## src/rtl/sigmoid_inverse.sv

```systemverilog
`default_nettype none
// +--------------------------------------------------------------------------+
// | sigmoid_inverse : Q4.12 logit recovery from a sigmoid output using a     |
// |   fixed-latency binary search over a 29-entry breakpoint ROM; optional   |
// |   in-segment linear interpolation when SIGMOID_INV_INTERP_EN is defined. |
// | Revision: 1.0                                                            |
// +--------------------------------------------------------------------------+
module sigmoid_inverse (
  input  logic        clk,
  input  logic        rst,
  input  logic        start,
  input  logic [15:0] y_in,
  output logic        busy,
  output logic        done,
  output logic [15:0] x_out,
  output logic        sat_lo,
  output logic        sat_hi
);

  localparam logic [3:0] SEARCH_LAST = 4'd4;
  localparam logic [3:0] DIV_LAST    = 4'd10;
  localparam logic [4:0] K_MAX       = 5'd28;

  typedef enum logic [2:0] {
    ST_IDLE   = 3'd0,
    ST_CHECK  = 3'd1,
    ST_SEARCH = 3'd2,
`ifdef SIGMOID_INV_INTERP_EN
    ST_DIV    = 3'd3,
`endif
    ST_DONE   = 3'd4
  } state_t;

  state_t      state;
  state_t      state_next;
  logic        finish;

  logic [15:0] y_r;
  logic [4:0]  lo;
  logic [4:0]  hi;
  logic [3:0]  cnt;
  logic        run_sat_lo;
  logic        run_sat_hi;

  // T[k] = round(4096 / (1 + exp(-(k-14)/2)))
  function automatic logic [12:0] bp(input logic [4:0] idx);
    case (idx)
      5'd0:  bp = 13'd4;
      5'd1:  bp = 13'd6;
      5'd2:  bp = 13'd10;
      5'd3:  bp = 13'd17;
      5'd4:  bp = 13'd27;
      5'd5:  bp = 13'd45;
      5'd6:  bp = 13'd74;
      5'd7:  bp = 13'd120;
      5'd8:  bp = 13'd194;
      5'd9:  bp = 13'd311;
      5'd10: bp = 13'd488;
      5'd11: bp = 13'd747;
      5'd12: bp = 13'd1102;
      5'd13: bp = 13'd1546;
      5'd14: bp = 13'd2048;
      5'd15: bp = 13'd2550;
      5'd16: bp = 13'd2994;
      5'd17: bp = 13'd3349;
      5'd18: bp = 13'd3608;
      5'd19: bp = 13'd3785;
      5'd20: bp = 13'd3902;
      5'd21: bp = 13'd3976;
      5'd22: bp = 13'd4022;
      5'd23: bp = 13'd4051;
      5'd24: bp = 13'd4069;
      5'd25: bp = 13'd4079;
      5'd26: bp = 13'd4086;
      5'd27: bp = 13'd4090;
      5'd28: bp = 13'd4092;
      default: bp = 13'd0;
    endcase
  endfunction

  // Segment index k-14 in 5-bit two's complement; placed above 11 fraction
  // bits this is exactly (k-14)*2048 as a Q4.12 value.
  function automatic logic [4:0] seg(input logic [4:0] k);
    seg = k - 5'd14;
  endfunction

  // Table-end checks
  logic w_below;
  logic w_above;
  assign w_below = $signed(y_r) <  $signed({3'b000, bp(5'd0)});
  assign w_above = $signed(y_r) >= $signed({3'b000, bp(K_MAX)});

  // One binary-search step
  logic [5:0] w_sum;
  logic [4:0] w_mid;
  logic       w_go_right;
  logic       w_can_step;
  logic [4:0] w_lo_step;
  logic [4:0] w_hi_step;

  assign w_sum      = {1'b0, lo} + {1'b0, hi};
  assign w_mid      = w_sum[5:1];
  assign w_go_right = $signed({3'b000, bp(w_mid)}) <= $signed(y_r);
  assign w_can_step = (hi - lo) > 5'd1;
  assign w_lo_step  = (w_can_step &&  w_go_right) ? w_mid : lo;
  assign w_hi_step  = (w_can_step && !w_go_right) ? w_mid : hi;

`ifdef SIGMOID_INV_INTERP_EN
  // Restoring divider: remainder stays below the segment width (< 512),
  // so each step is a shift, a compare and a conditional subtract.
  logic [12:0] rem;
  logic [10:0] quo;
  logic [12:0] w_t_lo;
  logic [12:0] w_t_hi;
  logic [12:0] w_div;
  logic [12:0] w_rem_cur;
  logic [12:0] w_rem_sh;
  logic        w_ge;
  logic [12:0] w_rem_next;
  logic [10:0] w_quo_next;
  logic [10:0] w_frac;

  assign w_t_lo     = bp(lo);
  assign w_t_hi     = bp(lo + 5'd1);
  assign w_div      = w_t_hi - w_t_lo;
  assign w_rem_cur  = (cnt == 4'd0) ? (y_r[12:0] - w_t_lo) : rem;
  assign w_rem_sh   = {w_rem_cur[11:0], 1'b0};
  assign w_ge       = w_rem_sh >= w_div;
  assign w_rem_next = w_ge ? (w_rem_sh - w_div) : w_rem_sh;
  assign w_quo_next = {quo[9:0], w_ge};
  assign w_frac     = (run_sat_lo || run_sat_hi) ? 11'd0 : w_quo_next;
`endif

  always_ff @(posedge clk) begin
    if (rst) begin
      state <= ST_IDLE;
    end else begin
      state <= state_next;
    end
  end

  always_comb begin
    state_next = state;
    finish     = 1'b0;
    case (state)
      ST_IDLE:   if (start) state_next = ST_CHECK;
      ST_CHECK:  state_next = ST_SEARCH;
      ST_SEARCH: begin
        if (cnt == SEARCH_LAST) begin
`ifdef SIGMOID_INV_INTERP_EN
          state_next = ST_DIV;
`else
          state_next = ST_DONE;
          finish     = 1'b1;
`endif
        end
      end
`ifdef SIGMOID_INV_INTERP_EN
      ST_DIV: begin
        if (cnt == DIV_LAST) begin
          state_next = ST_DONE;
          finish     = 1'b1;
        end
      end
`endif
      ST_DONE:   state_next = ST_IDLE;
      default:   state_next = ST_IDLE;
    endcase
  end

  assign busy = (state != ST_IDLE);
  assign done = (state == ST_DONE);

  always_ff @(posedge clk) begin
    if (rst) begin
      y_r        <= 16'd0;
      lo         <= 5'd0;
      hi         <= 5'd0;
      cnt        <= 4'd0;
      run_sat_lo <= 1'b0;
      run_sat_hi <= 1'b0;
      x_out      <= 16'd0;
      sat_lo     <= 1'b0;
      sat_hi     <= 1'b0;
`ifdef SIGMOID_INV_INTERP_EN
      rem        <= 13'd0;
      quo        <= 11'd0;
`endif
    end else begin
      case (state)
        ST_IDLE: begin
          if (start) y_r <= y_in;
        end
        ST_CHECK: begin
          cnt <= 4'd0;
          // Saturated runs collapse lo==hi so the search holds for 5 cycles
          if (w_below) begin
            run_sat_lo <= 1'b1;
            run_sat_hi <= 1'b0;
            lo         <= 5'd0;
            hi         <= 5'd0;
          end else if (w_above) begin
            run_sat_lo <= 1'b0;
            run_sat_hi <= 1'b1;
            lo         <= K_MAX;
            hi         <= K_MAX;
          end else begin
            run_sat_lo <= 1'b0;
            run_sat_hi <= 1'b0;
            lo         <= 5'd0;
            hi         <= K_MAX;
          end
        end
        ST_SEARCH: begin
          lo  <= w_lo_step;
          hi  <= w_hi_step;
          cnt <= (cnt == SEARCH_LAST) ? 4'd0 : cnt + 4'd1;
        end
`ifdef SIGMOID_INV_INTERP_EN
        ST_DIV: begin
          rem <= w_rem_next;
          quo <= w_quo_next;
          cnt <= cnt + 4'd1;
        end
`endif
        default: ;
      endcase

      if (finish) begin
`ifdef SIGMOID_INV_INTERP_EN
        x_out <= {seg(lo), w_frac};
`else
        x_out <= {seg(w_lo_step), 11'd0};
`endif
        sat_lo <= run_sat_lo;
        sat_hi <= run_sat_hi;
      end
    end
  end

endmodule
`default_nettype wire
```

## config.mk

```make
export PLATFORM = sky130hd
export DESIGN_NAME = sigmoid_inverse
export DESIGN_NICKNAME = d
export VERILOG_FILES = /design/src/rtl/sigmoid_inverse.sv
export SDC_FILE = /design/constraint.sdc
export NUM_CORES = 1
export LEC_CHECK = 0
export ABC_AREA = 0
export CORE_MARGIN = 3
export CORE_UTILIZATION = 56
export CTS_CLUSTER_SIZE = 24
export DETAILED_ROUTE_END_ITERATION = 8
export PLACE_DENSITY = 0.9
export SYNTH_ARGS = -nofsm -noshare
export SYNTH_HDL_FRONTEND = slang
export SYNTH_SLANG_ARGS = --single-unit
```

## constraint.sdc

```tcl
create_clock -name clk -period 6.3 [get_ports clk]
set_input_delay 0.63 -clock clk [delete_from_list [all_inputs] [get_ports clk]]
set_output_delay 0.63 -clock clk [all_outputs]
set_load 0.05 [all_outputs]
```

==> flow_metrics.env, run 1 <==
export IMPL_status="completed"
export IMPL_hold_path_end="sat_hi$_SDFFE_PP0P_"
export IMPL_ys_types=60
export IMPL_wire_per_inst_um=15.1
export IMPL_seq_area_um2=841
export IMPL_syn2layout_area_growth_pct=11.8
export IMPL_synth_edf_count=0
export IMPL_end_kind="register"
export IMPL_drt_iter0_markers=421
export IMPL_path_clk_slew_ns=0.09
export IMPL_syn_avg_cell_area_um2=7.59
export IMPL_finalPower_uw=826
export IMPL_post_route_period_util=0.798
export IMPL_grt_ovfl_total=0
export IMPL_top_usage_layer="met2"
export IMPL_leakagePower_uw=0.00140
export IMPL_finalNetCount=485
export IMPL_crit_required_ns=6.55
export IMPL_cts_buffers=5
export IMPL_ys_ff_latch=42
export IMPL_rsz0062_at_grt="no"
export IMPL_die_w_um=80.9
export IMPL_met3_usage=0.0388
export IMPL_fillers=430
export IMPL_cts_max_path_buffers=2
export IMPL_cts_tree="built"
export IMPL_cts_sinks=42
export IMPL_setup_viol=0
export IMPL_grt_usage=0.247
export IMPL_io_buffers=27
export IMPL_critPathMaxFanout=20
export IMPL_hold_ws_ns=0.458
export IMPL_startpoint_type="register"
export IMPL_hold_viol=0
export IMPL_fin_skew_ns=0.0120
export IMPL_yosysWarnings=0
export IMPL_slowest_stage="or4_1"
export IMPL_antenna_found_initial=0
export IMPL_num_rows=26
export IMPL_tightest_slew_ns=1.09
export IMPL_drive_gt1_frac=0.0534
export IMPL_cp_common_cell="ha_1"
export IMPL_fin_setup_tns_ns=0
export IMPL_r2r_cells=22
export IMPL_grt_use_met2=0.407
export IMPL_start_util=0.596
export IMPL_antenna_left=0
export IMPL_num_vias=2959
export IMPL_core_um2=5270
export IMPL_critPathKind="reg2reg"
export IMPL_yosysTopAreaCell="dfxtp_1"
export IMPL_drv_slew=0
export IMPL_hold_buffers=0
export IMPL_synthCells=414
export IMPL_yosys_area_top_type_share=0.268
export IMPL_grt_pass1_wl_um=12800
export IMPL_first_pass_iters=5
export IMPL_finalCriticalPeriod_ns=5.03
export IMPL_syn_cell_area_um2=3140
export IMPL_globalplace_congestion=0.947
export IMPL_cts_root_buffer="clkbuf_8"
export IMPL_reg2reg_to="x_out[14]$_SDFFE_PP0P_"
export IMPL_holdCritPathClass="reg2reg"
export IMPL_grt_pass1_vias=2641
export IMPL_rrSetupSlack_ns=1.27
export IMPL_holdCritStartpoint="sat_hi$_SDFFE_PP0P_"
export IMPL_path_cells="inv_1 -> ha_1 -> nor2b_1 -> o21a_1 -> nor2_1 -> xnor2_1 -> buf_4 -> clkinv_1 -> and3_1 -> o21ai_0 -> o21ai_0 -> o32a_1 -> ha_1 -> nand3_1 -> nand2_1 -> a21o_1 -> o211ai_2 -> o211ai_4 -> mux2i_1 -> ha_1 -> or4_1 -> nand3_1"
export IMPL_min_path_cells=2
export IMPL_grt_max_degree=45
export IMPL_wirelength_um=7580
export IMPL_max_cap_violations=0
export IMPL_detailed_place_hpwl_um=5460
export IMPL_fmax_mhz=199
export IMPL_synthTopCellsByArea="dfxtp_1 27%, ha_1 14%, a21oi_1 8.4%"
export IMPL_slowest_delay_ns=0.51
export IMPL_clock_latency_ns=0.30
export IMPL_dieArea_um2=6550
export IMPL_die_y_um=80.9
export IMPL_grt_util_met1=0.328
export IMPL_postCtsSetupBuffers=0
export IMPL_synth_async_reset_ratio=0
export IMPL_drc=0
export IMPL_r2r_start="lo[1]$_SDFFE_PP0N_"
export IMPL_n_antenna_cell=0
export IMPL_cts_resized=0
export IMPL_powerDensity_nw_per_um2=235
export IMPL_vdd_drop_max_mv=0.222
export IMPL_worstPathArrival_ns=5.28
export IMPL_relSlewSlack=0.268
export IMPL_synth_flop_cell="dfxtp_1"
export IMPL_viasPerCell=5.91
export IMPL_io_pins=39
export IMPL_htreeDepth=2
export IMPL_synth_sequential_area_ratio=0.268
export IMPL_multi_input_area_um2=2070
[layout make-up]
cell class	instances	share of cell area
Inverter	27	0.0288
Clock buffer	6	0.0207
Sequential cell	42	0.239
Multi-Input combinational cell	323	0.590
Clock inverter	2	0.0107
Timing Repair Buffer	31	0.0855
Tap cell	70	0.0249
[cells in the mapped netlist, drive strengths merged (2+ instances only)]
cell / n
nand2: 69
a21oi: 55
dfxtp: 42
ha: 34
nor2: 29
inv: 26
o21ai: 21
clkbuf: 17
buf: 15
nand3: 8
xnor2: 8
nor3: 7
o211ai: 7
mux2i: 6
nand4: 6
nor2b: 4
o221ai: 4
or3: 4
a21o: 3
and2: 3
and3: 3
nand3b: 3
nor4: 3
xor2: 3
a22oi: 2
a311oi: 2
a32oi: 2
fa: 2
nand2b: 2
nor3b: 2
o21a: 2
[layer usage]
metal	wire, um	part of all wire	vias to the layer above
li1	-	-	1450
met1	3290	0.43	1370
met2	3690	0.49	123
met3	446	0.059	16
met4	157	0.021	0
met5	0	0	-
[worst max-delay path by stage]
| stage | from | endpoint | slack (ns) | cells past startpoint |
|---|---|---|---|---|
| 3_5_place_dp | lo[1]$_SDFFE_PP0N_ | x_out[14]$_SDFFE_PP0P_ | 1.37 | 21 |
| 3_3_place_gp | lo[0]$_SDFFE_PP0N_ | x_out[14]$_SDFFE_PP0P_ | 1.54 | 18 |
| 2_1_floorplan | lo[0]$_SDFFE_PP0N_ | x_out[14]$_SDFFE_PP0P_ | 1.69 | 19 |
| 6_report | lo[1]$_SDFFE_PP0N_ | x_out[14]$_SDFFE_PP0P_ | 1.27 | 22 |
| 5_1_grt | lo[1]$_SDFFE_PP0N_ | x_out[14]$_SDFFE_PP0P_ | 0.90 | 22 |
| 4_1_cts | lo[1]$_SDFFE_PP0N_ | x_out[14]$_SDFFE_PP0P_ | 1.34 | 21 |
[cell usage in the layout (no fill, tap or decap), types with 2 or more instances in the layout]
| cell type | n |
|---|---|
| nand2_1 | 69 |
| buf_4 | 4 |
| a32oi_1 | 2 |
| xnor2_1 | 8 |
| conb_1 | 11 |
| nor2b_1 | 4 |
| nand3_1 | 8 |
| nor3_1 | 6 |
| dfxtp_1 | 42 |
| a21oi_2 | 2 |
| clkbuf_8 | 5 |
| mux2i_1 | 6 |
| a21oi_1 | 53 |
| clkdlybuf4s50_1 | 27 |
| a22oi_1 | 2 |
| or3_1 | 3 |
| nand4_1 | 5 |
| o21ai_0 | 21 |
| fa_1 | 2 |
| nor4_1 | 3 |
| ha_1 | 34 |
| inv_1 | 26 |
| and3_1 | 3 |
| nor2_1 | 29 |
| a311oi_1 | 2 |
| a21o_1 | 3 |
| nand3b_1 | 3 |
| o21a_1 | 2 |
| and2_1 | 3 |
| xor2_1 | 3 |
| o221ai_1 | 4 |
| nor3b_1 | 2 |
| o211ai_1 | 5 |
[critical path: cells and delay by family, from the launching register on]
family	cells	cell delay, ns
and+or+nand+nor	7	1.28
AOI/OAI and AO/OA	7	1.19
buffers and inverters	3	0.84
muxes	1	0.18
DFF	1	0.49
adders and majority gates	3	0.85
xor gates and xnor gates	1	0.12
[report_power, final]
part	switching (uW)	total [uW]	internal (uW)	leakage, uW
logic	203	322	119	0.00100
registers	13.0	291	278	0.000342
clock network	95.3	214	118	0.0000514
[kinds of logic after synthesis]
| kind of cell | count (synthesis) | share of synthesized area |
|---|---|---|
| simple gates | 147 | 0.221 |
| compound gates | 112 | 0.228 |
| buf+inv | 59 | 0.0848 |
| flops | 42 | 0.268 |
| fa+ha+maj | 36 | 0.148 |
| xor+xnor | 11 | 0.0307 |
| mux | 6 | 0.0191 |
| other cells | 1 | 0.00119 |
[sequential cells by signal (all words and copies together), names as in the netlist]
name	flops
run_sat_hi	1
sat_lo	1
y_r	16
state	3
cnt	4
hi	5
run_sat_lo	1
x_out	5
lo	5
sat_hi	1
[stage by stage]
stage               worst slack [ns]   util  std cells  cell area, um2
floorplan                       1.69      -        424            3180
global placement                1.54  0.646        493            3400
detailed placement              1.37  0.646        493            3400
CTS                             1.34  0.667        501            3510
global route                   0.899  0.667        501            3510
finish                          1.27  0.667        501            3510
Power figures use the tool's default switching activity.
==> run 2: changes to the inputs <==
--- a/config.mk
+++ b/config.mk
@@ -7,10 +7,10 @@
 export LEC_CHECK = 0
 export ABC_AREA = 0
 export CORE_MARGIN = 3
-export CORE_UTILIZATION = 56
+export CORE_UTILIZATION = 51
 export CTS_CLUSTER_SIZE = 24
 export DETAILED_ROUTE_END_ITERATION = 8
-export PLACE_DENSITY = 0.9
+export PLACE_DENSITY = 0.87
 export SYNTH_ARGS = -nofsm -noshare
 export SYNTH_HDL_FRONTEND = slang
 export SYNTH_SLANG_ARGS = --single-unit
==> constraint.sdc (replaced) <==
create_clock -name clk -period 4.2 [get_ports clk]
set_input_delay 0.42 -clock clk [delete_from_list [all_inputs] [get_ports clk]]
set_output_delay 0.42 -clock clk [all_outputs]
set_load 0.05 [all_outputs]
==> run 2 against run 1 <==
Against the previous run:
- register-to-register slack worse by 1.2 ns
- first-iteration DRC count down 30%
- sequential cell count did not move
- combinational power up 100%
- design area grew 15%
- sequential power up 49%
- clock power grew 31%
- maximum frequency up 21%
- worst setup slack worse by 1.2 ns
- final cell count grew 8.2%
- die area up 9.1%
- largest cell class unchanged
==> flow_metrics.env, run 2 (synthesis results as in run 1) <==
export IMPL_multi_input_area_um2=2280
export IMPL_tightest_slew_ns=0.684
export IMPL_cts_max_path_buffers=2
export IMPL_drc=0
export IMPL_grt_usage=0.235
export IMPL_powerDensity_nw_per_um2=339
export IMPL_drive_gt1_frac=0.211
export IMPL_num_vias=3347
export IMPL_hold_viol=0
export IMPL_path_clk_slew_ns=0.08
export IMPL_dp_cells=519
export IMPL_cts_tree="built"
export IMPL_layout_commonest_cell="nand2_1"
export IMPL_setup_viol=0
export IMPL_critPathMaxFanout=12
export IMPL_clock_latency_ns=0.30
export IMPL_wirelength_um=9130
export IMPL_n_antenna_cell=0
export IMPL_status="completed"
export IMPL_max_cap_violations=0
export IMPL_drt_iter0_markers=295
export IMPL_io_buffers=27
export IMPL_vdd_drop_max_mv=0.295
export IMPL_first_pass_iters=8
export IMPL_wl_met3_um=667
export IMPL_fillers=414
export IMPL_internal_power_uw=831
export IMPL_largest_reg_flops=16
export IMPL_start_util=0.547
export IMPL_seq_area_um2=846
export IMPL_leakagePower_uw=0.00163
export IMPL_post_route_period_util=0.988
export IMPL_num_rows=27
export IMPL_antenna_found_initial=0
export IMPL_fin_skew_ns=0.00642
export IMPL_rsz0062_at_grt="yes"
export IMPL_fin_util=0.703
export IMPL_holdCritPathClass="reg2reg"
export IMPL_seqPwrFrac=0.317
export IMPL_topRoutingLayerUsed="met4"
export IMPL_critPathKind="reg2reg"
export IMPL_finalNetCount=524
export IMPL_crit_required_ns=4.44
export IMPL_cts_sinks=42
export IMPL_wire_per_inst_um=16.8
export IMPL_wl_met1_um=3570
export IMPL_p_switching_uw=538
export IMPL_wl_met2_um=4490
export IMPL_worstPathArrival_ns=4.39
export IMPL_core_um2=5740
export IMPL_swShare=0.393
export IMPL_die_y_um=84.5
export IMPL_top_register="y_r"
export IMPL_detailed_place_hpwl_um=6000
export IMPL_grt_pass1_wl_um=14100
export IMPL_htreeDepth=2
export IMPL_final_cells=542
export IMPL_cts_root_buffer="clkbuf_8"
export IMPL_die_w_um=84.5
export IMPL_finalPower_uw=1370
export IMPL_drv_slew=0
export IMPL_clockPowerShare=0.205
export IMPL_fmax_mhz=241
export IMPL_cts_buffers=5
export IMPL_grt_pass1_vias=3077
export IMPL_syn2layout_area_growth_pct=28.4
export IMPL_finalCriticalPeriod_ns=4.15
export IMPL_final_cell_mix="68 x nand2_1, 46 x a21oi_1, 38 x dfxtp_1, 35 x buf_4"
export IMPL_startpoint_type="register"
export IMPL_grt_ovfl_total=0
export IMPL_viasPerCell=6.18
export IMPL_relSlewSlack=0.543
export IMPL_io_pins=39
export IMPL_end_kind="register"
export IMPL_globalplace_congestion=0.966
export IMPL_dieArea_um2=7140
export IMPL_hold_ws_ns=0.461
export IMPL_combPwrFrac=0.478
export IMPL_antenna_left=0
export IMPL_grt_max_degree=45
## run 2: cell type report
class / instances / area share
clock buffers: 7 / 0.0214
clock inverters: 1 / 0.00217
inverters: 27 / 0.0251
multi-input cells: 323 / 0.565
flip-flops and latches: 42 / 0.210
well taps: 72 / 0.0223
repair buffers: 70 / 0.154
## run 2: worst max-delay path, stage by stage (launching register included)
cell	delay [ns]
dfxtp_2	0.34
inv_1	0.06
ha_1	0.30
nor2b_1	0.05
o21a_1	0.21
o21bai_1	0.21
a21bo_2	0.19
nor2b_4	0.34
xnor2_1	0.14
a222oi_1	0.28
o22a_1	0.19
ha_1	0.14
nor2b_1	0.05
o211ai_1	0.21
a21oi_2	0.10
o211ai_2	0.21
o211ai_4	0.13
mux2i_2	0.19
ha_2	0.19
or4_1	0.46
nand3_1	0.07
## run 2: power by group through the flow
| stage | logic, uW | registers, uW | clock network, uW |
|---|---|---|---|
| 6_report | 654 | 435 | 280 |
| 5_1_grt | 698 | 437 | 304 |
| 4_1_cts | 549 | 433 | 280 |
| 3_5_place_dp | 525 | 443 | 0 |
| 3_3_place_gp | 512 | 441 | 0 |
| 2_1_floorplan | 385 | 439 | 0 |
## run 2: timing repair
| action | 4_1_cts | 5_1_grt |
|---|---|---|
| setup buffers | 5 | 9 |
| endpoints found under the setup margin | 2 | 6 |
| gates cloned | 1 | 0 |
| gates resized for setup | 10 | 46 |
| hold buffers | 0 | 0 |
| pin swaps | 10 | 25 |
## run 2: worst paths after layout
path	end	slack, ns	cells past startpoint	startpoint
hold / removal	sat_hi$_SDFFE_PP0P_	0.46	2	sat_hi$_SDFFE_PP0P_
setup / recovery	x_out[14]$_SDFFE_PP0P_	0.05	20	lo[1]$_SDFFE_PP0N_
setup reg to reg	x_out[14]$_SDFFE_PP0P_	0.05	20	lo[1]$_SDFFE_PP0N_
hold reg to reg	sat_hi$_SDFFE_PP0P_	0.46	2	sat_hi$_SDFFE_PP0P_
## run 2: metrics by stage
stage	setup WS, ns	TNS (ns)	instance area [um2]
after floorplan	0.0379	0	3220
after global placement	0.0251	0	3620
after detailed placement	-0.135	-0.135	3620
after CTS	0.0146	0	3790
after global routing	-0.134	-0.151	4040
final	0.0512	0	4040
## run 2: metal layers
metal,vias to the layer above,track usage
met5,-,0
met2,198,0.391
met3,53,0.0294
met4,0,0.0964
met1,1572,0.306
li1,1524,-
